`src/rtl/pixgen_pkg.sv`:
```
// pixgen_pkg: shared display-timing defaults (1080p60 at two pixels per clock),
// pixel-pair payload type and colour-bar constants for the pixgen slice.
package pixgen_pkg;

  localparam int unsigned CTR_W = 12;
  localparam int unsigned PIX_W = 24;

  localparam int unsigned DEF_HACT  = 960;
  localparam int unsigned DEF_HFP   = 44;
  localparam int unsigned DEF_HSYNC = 22;
  localparam int unsigned DEF_HBP   = 74;
  localparam int unsigned DEF_VACT  = 1080;
  localparam int unsigned DEF_VFP   = 4;
  localparam int unsigned DEF_VSYNC = 5;
  localparam int unsigned DEF_VBP   = 36;
  localparam bit          DEF_HPOL  = 1'b1;
  localparam bit          DEF_VPOL  = 1'b1;

  // FIFO word / output pair: pixel1 in the upper half
  typedef struct packed {
    logic [PIX_W-1:0] pix1;
    logic [PIX_W-1:0] pix0;
  } pixpair_t;

  typedef enum logic [2:0] {
    BAR_WHITE, BAR_YELLOW, BAR_CYAN, BAR_GREEN,
    BAR_MAGENTA, BAR_RED, BAR_BLUE, BAR_BLACK
  } bar_e;

  localparam logic [PIX_W-1:0] COL_WHITE   = 24'hFFFFFF;
  localparam logic [PIX_W-1:0] COL_YELLOW  = 24'hFFFF00;
  localparam logic [PIX_W-1:0] COL_CYAN    = 24'h00FFFF;
  localparam logic [PIX_W-1:0] COL_GREEN   = 24'h00FF00;
  localparam logic [PIX_W-1:0] COL_MAGENTA = 24'hFF00FF;
  localparam logic [PIX_W-1:0] COL_RED     = 24'hFF0000;
  localparam logic [PIX_W-1:0] COL_BLUE    = 24'h0000FF;
  localparam logic [PIX_W-1:0] COL_BLACK   = 24'h000000;

  // RGB value of one colour bar
  function automatic logic [PIX_W-1:0] bar_colour(input bar_e b);
    logic [PIX_W-1:0] c;
    c = COL_BLACK;
    unique case (b)
      BAR_WHITE:   c = COL_WHITE;
      BAR_YELLOW:  c = COL_YELLOW;
      BAR_CYAN:    c = COL_CYAN;
      BAR_GREEN:   c = COL_GREEN;
      BAR_MAGENTA: c = COL_MAGENTA;
      BAR_RED:     c = COL_RED;
      BAR_BLUE:    c = COL_BLUE;
      BAR_BLACK:   c = COL_BLACK;
      default:     c = COL_BLACK;
    endcase
    return c;
  endfunction

endpackage

```
`src/rtl/pixgen_if.sv`:
```
// pixgen_if: FIFO read side and video output side of pixgen.
//   master (pixgen): reads fifodo/fifoempty/fiforeset, drives fiforden and
//                    pixdata/de/hsync/vsync.
//   slave  (FIFO + display sink): the opposite directions.
interface pixgen_if;
  import pixgen_pkg::*;

  pixpair_t fifodo;
  logic     fifoempty;
  logic     fiforeset;
  logic     fiforden;
  pixpair_t pixdata;
  logic     de;
  logic     hsync;
  logic     vsync;

  modport master (
    input  fifodo, fifoempty, fiforeset,
    output fiforden, pixdata, de, hsync, vsync
  );

  modport slave (
    output fifodo, fifoempty, fiforeset,
    input  fiforden, pixdata, de, hsync, vsync
  );
endinterface

```
`src/rtl/pixgen_vtimer.sv`:
```
// pixgen_vtimer: horizontal/vertical counter pair for the display raster.
//   clk, reset        : pixel clock, async active-high reset
//   hctr, vctr        : registered raster position (reset to first vblank line)
//   act_c             : position is inside the active region
//   hs_rgn_c/vs_rgn_c : position is inside the horizontal/vertical sync region
module pixgen_vtimer
  import pixgen_pkg::*;
#(
  parameter int unsigned HACT  = DEF_HACT,
  parameter int unsigned HFP   = DEF_HFP,
  parameter int unsigned HSYNC = DEF_HSYNC,
  parameter int unsigned HBP   = DEF_HBP,
  parameter int unsigned VACT  = DEF_VACT,
  parameter int unsigned VFP   = DEF_VFP,
  parameter int unsigned VSYNC = DEF_VSYNC,
  parameter int unsigned VBP   = DEF_VBP
) (
  input  logic             clk,
  input  logic             reset,
  output logic [CTR_W-1:0] hctr,
  output logic [CTR_W-1:0] vctr,
  output logic             act_c,
  output logic             hs_rgn_c,
  output logic             vs_rgn_c
);

  localparam int unsigned HTOT   = HACT + HFP + HSYNC + HBP;
  localparam int unsigned VTOT   = VACT + VFP + VSYNC + VBP;
  localparam int unsigned HS_BEG = HACT + HFP;
  localparam int unsigned HS_END = HS_BEG + HSYNC;
  localparam int unsigned VS_BEG = VACT + VFP;
  localparam int unsigned VS_END = VS_BEG + VSYNC;

  logic hwrap;
  logic vwrap;

  assign hwrap = (hctr == CTR_W'(HTOT - 1));
  assign vwrap = (vctr == CTR_W'(VTOT - 1));

  // Raster counters; reset lands on the first vblank line
  always_ff @(posedge clk or posedge reset) begin
    if (reset) begin
      hctr <= '0;
      vctr <= CTR_W'(VACT);
    end else if (hwrap) begin
      hctr <= '0;
      vctr <= vwrap ? '0 : vctr + CTR_W'(1);
    end else begin
      hctr <= hctr + CTR_W'(1);
    end
  end

  assign act_c    = (hctr < CTR_W'(HACT)) && (vctr < CTR_W'(VACT));
  assign hs_rgn_c = (hctr >= CTR_W'(HS_BEG)) && (hctr < CTR_W'(HS_END));
  assign vs_rgn_c = (vctr >= CTR_W'(VS_BEG)) && (vctr < CTR_W'(VS_END));

endmodule

```
`src/rtl/pixgen.sv`:
```
// pixgen: display timing generator and pixel-pair source (dpclk domain).
// Drains the 48-bit framebuffer FIFO one word per active clock and emits
// pixdata with de/hsync/vsync; pulses dmastart at the start of vblank.
//   clk, reset : pixel clock, async active-high reset
//   vid        : pixgen_if.master (FIFO read side + video outputs)
//   clrerr     : clears the sticky underflow flag
//   dmastart   : one-cycle frame-fetch request
//   underflow  : sticky, set on any active cycle without FIFO data
// Optional: PIXGEN_TESTPAT_EN adds input testpat (8-bar colour pattern).
module pixgen
  import pixgen_pkg::*;
#(
  parameter int unsigned HACT  = DEF_HACT,
  parameter int unsigned HFP   = DEF_HFP,
  parameter int unsigned HSYNC = DEF_HSYNC,
  parameter int unsigned HBP   = DEF_HBP,
  parameter int unsigned VACT  = DEF_VACT,
  parameter int unsigned VFP   = DEF_VFP,
  parameter int unsigned VSYNC = DEF_VSYNC,
  parameter int unsigned VBP   = DEF_VBP,
  parameter bit          HPOL  = DEF_HPOL,
  parameter bit          VPOL  = DEF_VPOL
) (
  input  logic     clk,
  input  logic     reset,
`ifdef PIXGEN_TESTPAT_EN
  input  logic     testpat,
`endif
  pixgen_if.master vid,
  input  logic     clrerr,
  output logic     dmastart,
  output logic     underflow
);

  logic [CTR_W-1:0] hctr;
  logic [CTR_W-1:0] vctr;
  logic             act_c;
  logic             hs_rgn_c;
  logic             vs_rgn_c;
  logic             rden_c;
  logic             uf_set_c;
  logic             rdq;
  logic             de_q;
  logic             hs_q;
  logic             vs_q;

  pixgen_vtimer #(
    .HACT (HACT),  .HFP (HFP),  .HSYNC (HSYNC),  .HBP (HBP),
    .VACT (VACT),  .VFP (VFP),  .VSYNC (VSYNC),  .VBP (VBP)
  ) u_vtimer (
    .clk      (clk),
    .reset    (reset),
    .hctr     (hctr),
    .vctr     (vctr),
    .act_c    (act_c),
    .hs_rgn_c (hs_rgn_c),
    .vs_rgn_c (vs_rgn_c)
  );

`ifdef PIXGEN_TESTPAT_EN
  logic             fstart_c;
  logic             tp_mode_c;
  logic             tp_frame;
  logic             tp_q;
  bar_e             bar_c;
  logic [PIX_W-1:0] col_c;
  pixpair_t         pat_q;

  // Source is latched at frame start; the first pixel of the frame already
  // uses the live testpat value.
  assign fstart_c  = (hctr == '0) && (vctr == '0);
  assign tp_mode_c = fstart_c ? testpat : tp_frame;
  assign bar_c     = bar_e'(3'((32'(hctr) * 32'd8) / 32'(HACT)));
  assign col_c     = bar_colour(bar_c);

  assign rden_c   = act_c && !tp_mode_c && !vid.fifoempty && !vid.fiforeset;
  assign uf_set_c = act_c && !tp_mode_c && !rden_c;

  // Test-pattern stage, aligned with de
  always_ff @(posedge clk or posedge reset) begin
    if (reset) begin
      tp_frame <= 1'b0;
      tp_q     <= 1'b0;
      pat_q    <= '0;
    end else begin
      if (fstart_c) tp_frame <= testpat;
      tp_q  <= act_c && tp_mode_c;
      pat_q <= '{pix1: col_c, pix0: col_c};
    end
  end

  assign vid.pixdata = tp_q ? pat_q : (rdq ? vid.fifodo : pixpair_t'('0));
`else
  assign rden_c   = act_c && !vid.fifoempty && !vid.fiforeset;
  assign uf_set_c = act_c && !rden_c;

  // fifodo is the FIFO's registered read port, so gating it with the
  // registered strobe lines pixdata up with de on the same edge.
  assign vid.pixdata = rdq ? vid.fifodo : pixpair_t'('0);
`endif

  assign vid.fiforden = rden_c;

  // Stage 1: syncs, de, read tracking, dmastart and sticky underflow
  always_ff @(posedge clk or posedge reset) begin
    if (reset) begin
      rdq       <= 1'b0;
      de_q      <= 1'b0;
      hs_q      <= ~HPOL;
      vs_q      <= ~VPOL;
      dmastart  <= 1'b0;
      underflow <= 1'b0;
    end else begin
      rdq       <= rden_c;
      de_q      <= act_c;
      hs_q      <= hs_rgn_c ? HPOL : ~HPOL;
      vs_q      <= vs_rgn_c ? VPOL : ~VPOL;
      dmastart  <= (hctr == '0) && (vctr == CTR_W'(VACT));
      underflow <= uf_set_c | (underflow & ~clrerr);
    end
  end

  assign vid.de    = de_q;
  assign vid.hsync = hs_q;
  assign vid.vsync = vs_q;

endmodule
```
`src/flat_wrapper.sv`:
```
// flat-port wrapper written by rule: the top's interface ports become plain ports
module pixgen_flat import pixgen_pkg::*;
#(
  parameter int unsigned HACT  = DEF_HACT,
  parameter int unsigned HFP   = DEF_HFP,
  parameter int unsigned HSYNC = DEF_HSYNC,
  parameter int unsigned HBP   = DEF_HBP,
  parameter int unsigned VACT  = DEF_VACT,
  parameter int unsigned VFP   = DEF_VFP,
  parameter int unsigned VSYNC = DEF_VSYNC,
  parameter int unsigned VBP   = DEF_VBP,
  parameter bit          HPOL  = DEF_HPOL,
  parameter bit          VPOL  = DEF_VPOL
)
  (clk, reset, clrerr, dmastart, underflow, vid_fifodo, vid_fifoempty, vid_fiforeset, vid_fiforden, vid_pixdata, vid_de, vid_hsync, vid_vsync);
  pixgen_if vid_i ();
  input  logic clk;
  input  logic reset;
  input  logic clrerr;
  output logic dmastart;
  output logic underflow;
  input wire logic [$bits(vid_i.fifodo)-1:0] vid_fifodo;
  input wire logic [$bits(vid_i.fifoempty)-1:0] vid_fifoempty;
  input wire logic [$bits(vid_i.fiforeset)-1:0] vid_fiforeset;
  output wire logic [$bits(vid_i.fiforden)-1:0] vid_fiforden;
  output wire logic [$bits(vid_i.pixdata)-1:0] vid_pixdata;
  output wire logic [$bits(vid_i.de)-1:0] vid_de;
  output wire logic [$bits(vid_i.hsync)-1:0] vid_hsync;
  output wire logic [$bits(vid_i.vsync)-1:0] vid_vsync;
  assign vid_i.fifodo = vid_fifodo;
  assign vid_i.fifoempty = vid_fifoempty;
  assign vid_i.fiforeset = vid_fiforeset;
  assign vid_fiforden = vid_i.fiforden;
  assign vid_pixdata = vid_i.pixdata;
  assign vid_de = vid_i.de;
  assign vid_hsync = vid_i.hsync;
  assign vid_vsync = vid_i.vsync;
  pixgen #(.HACT(HACT), .HFP(HFP), .HSYNC(HSYNC), .HBP(HBP), .VACT(VACT), .VFP(VFP), .VSYNC(VSYNC), .VBP(VBP), .HPOL(HPOL), .VPOL(VPOL)) u_core (.clk(clk), .reset(reset), .vid(vid_i), .clrerr(clrerr), .dmastart(dmastart), .underflow(underflow));
endmodule
```
`config.mk`:
```
export PLATFORM = sky130hd
export DESIGN_NAME = pixgen_flat
export DESIGN_NICKNAME = d
export VERILOG_FILES = /design/src/rtl/pixgen_pkg.sv /design/src/rtl/pixgen_if.sv /design/src/rtl/pixgen_vtimer.sv /design/src/rtl/pixgen.sv /design/src/flat_wrapper.sv
export SDC_FILE = /design/constraint.sdc
export NUM_CORES = 1
export LEC_CHECK = 0
export CORE_MARGIN = 2
export CORE_UTILIZATION = 35
export DETAILED_ROUTE_END_ITERATION = 10
export PLACE_DENSITY_LB_ADDON = 0.15
export SLEW_MARGIN = 25
export SYNTH_ARGS = -nofsm -noshare
export SYNTH_HDL_FRONTEND = slang
export SYNTH_SLANG_ARGS = --single-unit
export TNS_END_PERCENT = 10
```
`constraint.sdc`:
```
create_clock -name clk -period 1.5 [get_ports clk]
set_input_delay 0.3 -clock clk [delete_from_list [all_inputs] [get_ports clk]]
set_output_delay 0.3 -clock clk [all_outputs]
set_load 0.005 [all_outputs]
```
Yosys cells after proc, flatten, opt, wreduce, memory -nomap -nowiden
Cells that the tools add are included.
{ "word_totals": {"ff_bits": 30, "latchBits": 0, "mem_bits_rw": 0, "mem_bits_ro": 0, "mem_count": 0} }
{ "classes": {"add_sub_neg": 2, "multipliers": 0, "n_div": 0, "magnitude_cmp": 6, "eq_ne": 3, "shift": 0, "n_mux": 5, "n_bitwise": 3, "n_reduce_logical": 11} }
{ "ops": {"columns": ["cell", "count"], "rows": [
  ["48-bit two-way mux", 1],
  ["12-bit by 11-bit == test with 1-bit output (second input constant)", 3],
  ["12-bit by 11-bit < comparator with 1-bit output (second input constant)", 3],
  ["12-bit by 1-bit adder with 12-bit output (second input constant)", 2],
  ["12-bit two-way mux", 2],
  ["12-bit by 10-bit >= comparator with 1-bit output (second input constant)", 1],
  ["12-bit by 11-bit >= comparator with 1-bit output (second input constant)", 1],
  ["12-bit logical NOT", 1],
  ["12-bit by 10-bit < comparator with 1-bit output (second input constant)", 1],
  ["1-bit logical AND", 7],
  ["1-bit logical NOT", 3],
  ["1-bit two-way mux", 2],
  ["1-bit AND", 1],
  ["1-bit inverter", 1],
  ["1-bit bitwise OR", 1]
]} }

Depth between registers and ports, before layout
{ "logic_depth": {"depth_word": 7, "mapped_depth": 7, "depth_no_buf": 6} }

By module
A second synthesis with hierarchy kept.
{ "unflattened": {"hier_cells": 200, "area_unflattened_um2": 1871.8} }
{ "modules_own_cells": {"columns": ["module", "n_inst", "cells_each", "area_each_um2", "seq_area_each_um2"], "rows": [
  ["pixgen_vtimer", 1, 126, 1303.8, 605.6],
  ["pixgen", 1, 74, 568.0, 150.1]
]} }

Least setup slack after synthesis
No wires, ideal clock.
{ "synth_timing": {"path_kind": "reg2reg", "from": "reg u_core.u_vtimer.hctr[0]", "to": "reg u_core.u_vtimer.vctr[1]", "setup_time_ns": 0.123, "arrival_time_ns": 1.450, "required_time_ns": 1.377, "path_slack_ns": -0.072, "stages_incl_launch_ff": 8, "path_buffers": 2, "period_less_slack_ns": 1.572, "path_cell_list": "dfrtp_1 ha_1 and4b_1 and4_1 buf_4 buf_4 nand3_1 o21ai_1"} }
{ "synth_via": {"elab_chain_cells": 1} }
{ "synth_lines": {"columns": ["element", "line", "rtl"], "rows": [
  ["start, declared", "pixgen_vtimer.sv:20", "output logic [CTR_W-1:0] hctr,"],
  ["start signal, assigned", "pixgen_vtimer.sv:49", "hctr <= hctr + CTR_W'(1);"],
  ["12-bit by 11-bit == test with 1-bit output", "pixgen_vtimer.sv:37", "assign hwrap = (hctr == CTR_W'(HTOT - 1));"],
  ["end signal, assigned", "pixgen_vtimer.sv:44", "vctr <= CTR_W'(VACT);"],
  ["end signal, assigned", "pixgen_vtimer.sv:47", "vctr <= vwrap ? '0 : vctr + CTR_W'(1);"],
  ["end, declared", "pixgen_vtimer.sv:21", "output logic [CTR_W-1:0] vctr,"]
]} }
Every way passes these cells.
A chain may end at the register's enable or synchronous reset.

Final worst setup path
{ "layout_timing": {"from": "reg u_core.u_vtimer.vctr[7]", "to": "out vid_fiforden"} }
{ "layout_via": {"elab_chain_cells": 4} }
{ "layout_lines": {"columns": ["element", "line", "rtl"], "rows": [
  ["12-bit by 11-bit < comparator with 1-bit output", "pixgen_vtimer.sv:53", "assign act_c = (hctr < CTR_W'(HACT)) && (vctr < CTR_W'(VACT));"],
  ["1-bit logical AND", "pixgen_vtimer.sv:53", null],
  ["1-bit logical AND (2 in series)", "pixgen.sv:94", "assign rden_c = act_c && !vid.fifoempty && !vid.fiforeset;"],
  ["end, declared", "flat_wrapper.sv:25", "output wire logic [$bits(vid_i.fiforden)-1:0] vid_fiforden;"]
]} }
Every way passes these cells.

==> metrics.md <==
| Metric | Value |
|---|---|
| Outcome | `finished with violations` |
| Violated checks | `negative setup slack` |
| Via count | `2042` |
| Post-Synth XOR/XNOR Area | `0.06577` |
| Post-Synthesis Cells | `206` |
| Largest family of logic cells by synthesized area | `simple AND/OR/NAND/NOR gates` |
| Antenna violations before repair | `0` |
| Register area | `757.0 um^2` |
| First-pass GRT wire length | `10.09 mm` |
| Die ar. | `5927 um^2` |
| Num CTS Buffers | `5` |
| Clock Path Buffers | `2` |
| Area of the multi-input gates | `1104 um^2` |
| Top-Level Pins | `107` |
| Reg power frac | `0.442` |
| Final Max Slew Viols | `0` |
| CTS Hold Bufs | `0` |
| Share of layout cells above drive strength 1 | `0.3277` |
| Initial Util | `0.3627` |
| Net switching power | `0.4086 mW` |
| DR pass1 iterations | `4` |
| Final Cycle Share | `1.261` |
| Req. time, crit path | `1.20 ns` |
| Syn avg cell area | `9.050 um^2` |
| Worst-Margin Slew | `0.2969 ns` |
| RSZ-0062 raised after global routing | `yes` |
| Clock Latency Late Sink | `0.29 ns` |
| PD cells | `523.2 nW/um^2` |
| DRC viols | `0` |
| Synth Area in Adders | `0.03356` |
| Slew headroom | `0.7993` |
| Most common cell after layout, fill and taps aside | `clkdlybuf4s50_1` |
| Total power | `1.847 mW` |
| H-tree levels | `2` |
| Minimum clock period after layout | `1.891 ns` |
| Global route overflow | `0` |
| Crit start category | `flop` |
| Number of global-route vias before repair | `1906` |
| Ys async rst share | `1.000` |
| Antenna cells | `0` |
| GPL Wtd Cong | `0.8400` |
| CP Capture Type | `output port` |
| EDFF count, synth | `0` |
| CP Max Fanout | `2` |
| Clk pin slew, worst setup/hold paths | `0.06 ns` |
| Most used DFF post-synth | `dfrtp_1` |
| #FFs+latches synth | `30` |
| Top cell type's share of synthesized area | `0.3490` |
| Layout Nets | `411` |
| Pleak | `1.779 nW` |
| # fillers | `425` |
| Simple-gate share of the synthesized area | `0.3893` |
| Number of routed nets with antenna violations | `0` |
| Routed wire per std cell | `15.54 um` |
| CTS tree | `done` |
| Number of max-cap violations | `0` |
| Setup violators final | `46` |
| Final WL | `6.589 mm` |
| Sw frac | `0.2212` |
| Layout overhead on the synthesized area | `89.40%` |
| Die width | `76.99 um` |
| Peak supply drop | `0.5368 mV` |
| Std-Cell Rows | `26` |
| Synth unique cells | `41` |
| Post-synthesis mux area share | `0.005369` |
| Worst Hold Class | `input port to asynchronous set/reset pin` |
| Highest Clock Rate | `528.8 MHz` |
| Int Power | `1.439 mW` |
| Compound-gate portion of the synthesized area | `0.05369` |
| Fin. Hold Viols | `0` |
| Synth Net Count | `264` |
| Area of the core | `5140 um^2` |
| Synth Cell Area | `1864 um^2` |
| Most frequent cells in the layout | `clkdlybuf4s50_1 (58), and2_1 (37), buf_4 (30), dfrtp_1 (25), buf_6 (21)` |
| Fin worst setup slack | `-0.3911 ns` |
| PortBufs | `106` |
| Synth warn | `0` |
| Die Ht | `76.99 um` |
| Synth area leader | `dfrtp_1` |
| Clk pwr share | `0.361` |
| Top post-synthesis cells by area | `dfrtp_1 (35%), and2_1 (17%), dfstp_2 (5.6%), ha_1 (3.4%), xnor2_1 (3.3%)` |
| Sink Count | `30` |
| Largest net degree at the start of global routing | `31` |
| 1st-iter DRT viols | `53` |
| Setup TNS | `-4.542 ns` |
| CTS root buf | `clkbuf_8` |
| Seq/Total Area, Yosys | `0.4054` |
| Arr. time, crit path | `1.59 ns` |
| WS Path Type | `flop to output port` |
| GRT Util Overall | `0.2198` |
| HPWL after DPL | `4.879 mm` |
| Combinational share of power | `0.197` |
| Final Skew | `0.005804 ns` |
| Via density per instance | `4.816` |
==> critical path, cell delays in order (launching register included) <==
cell and delay (ns):
dfrtp_1 0.38, or3_4 0.39, o21ai_2 0.12, nand3b_1 0.12, nor3_2 0.15, buf_2 0.15
==> worst paths after layout <==
check	depth (start not counted)	startpoint	end	slack, ns
hold reg to reg	2	u_core.underflow	u_core.underflow	0.53
setup reg to reg	8	u_core.u_vtimer.vctr[4]	u_core.rdq	-0.18
setup / recovery	5	u_core.u_vtimer.vctr[7]	vid_fiforden	-0.39
max in group asynchronous	3	reset	u_core.u_vtimer.vctr[3]	0.91
min in group clk	2	u_core.underflow	u_core.underflow	0.53
hold / removal	3	reset	u_core.u_vtimer.hctr[2]	0.35
==> synthesized netlist by cell type, drive strengths merged (2+ instances only) <==
cell	count
or3	2
a31oi	3
nor3	6
and2	51
nand3	9
and4	4
xnor2	7
nor4	4
ha	5
o21ai	5
nand2	11
dfrtp	26
and3	7
inv	9
xor2	7
buf	6
nor2	10
a21oi	5
dfstp	4
nand4	8
clkbuf	5
==> stage by stage <==
step                      hold WS [ns]  area, um^2  instances  setup WS, ns    util
final                           0.3470        3531        424       -0.3911  0.6870
after detailed placement        0.5280        3262        407       -0.5949  0.6346
after global routing            0.3570        3531        424       -0.5161  0.6870
after CTS                       0.3499        3441        421       -0.5305  0.6694
after global placement          0.5260        3262        407       -0.5325  0.6346
after floorplan                 0.3773        1872        206      -0.03258       -
==> sequential cells by signal (all words and copies together), names as in the netlist <==
register,flops
u_core.u_vtimer.vctr,12
u_core.rdq,1
u_core.u_vtimer.hctr,12
u_core.vid.vsync,1
u_core.vid.de,1
u_core.dmastart,1
u_core.vid.hsync,1
u_core.underflow,1
==> power by group through the flow <==
stage	Sequential (mW)	Combinational (mW)	Clock, mW
after global routing	0.816	0.386	0.727
after detailed placement	0.828	0.330	0
after CTS	0.815	0.352	0.695
after global placement	0.828	0.325	0
final	0.816	0.363	0.668
after floorplan	0.828	0.0697	0
==> timing repair <==
item | 4_1_cts | 5_1_grt
hold endpoints to repair | 0 | 0
setup endpoints to repair | 67 | 67
gates resized for setup | 135 | 49
setup buffers | 4 | 2
cloned | 2 | 1
pin swaps | 7 | 5
==> cell families (layout without fill, tap and decap cells) <==
logic type | after synthesis | after routing
and+or+nand+nor | 119 | 119
DFF | 30 | 30
buffers and inverters | 20 | 168
AOI/OAI and AO/OA | 17 | 17
xor gates and xnor gates | 14 | 14
adders and majority gates | 5 | 5
muxes | 1 | 1
==> metal layers <==
metal,vias to the layer above,wire [um],GRT usage
met5,-,0,0
met2,74,3076,0.3447
met3,13,474,0.07529
li1,991,-,-
met1,964,2851,0.2751
met4,0,186,0.09464
==> final cells by class <==
cell class,count,area share
timing repair buffer,151,0.4128
clock buffer,7,0.02445
sequential,30,0.2144
clock inverter,1,0.001417
inverter,9,0.009568
multi-input combinational,156,0.3125
tap,70,0.02481
Power figures use the tool's default switching activity.
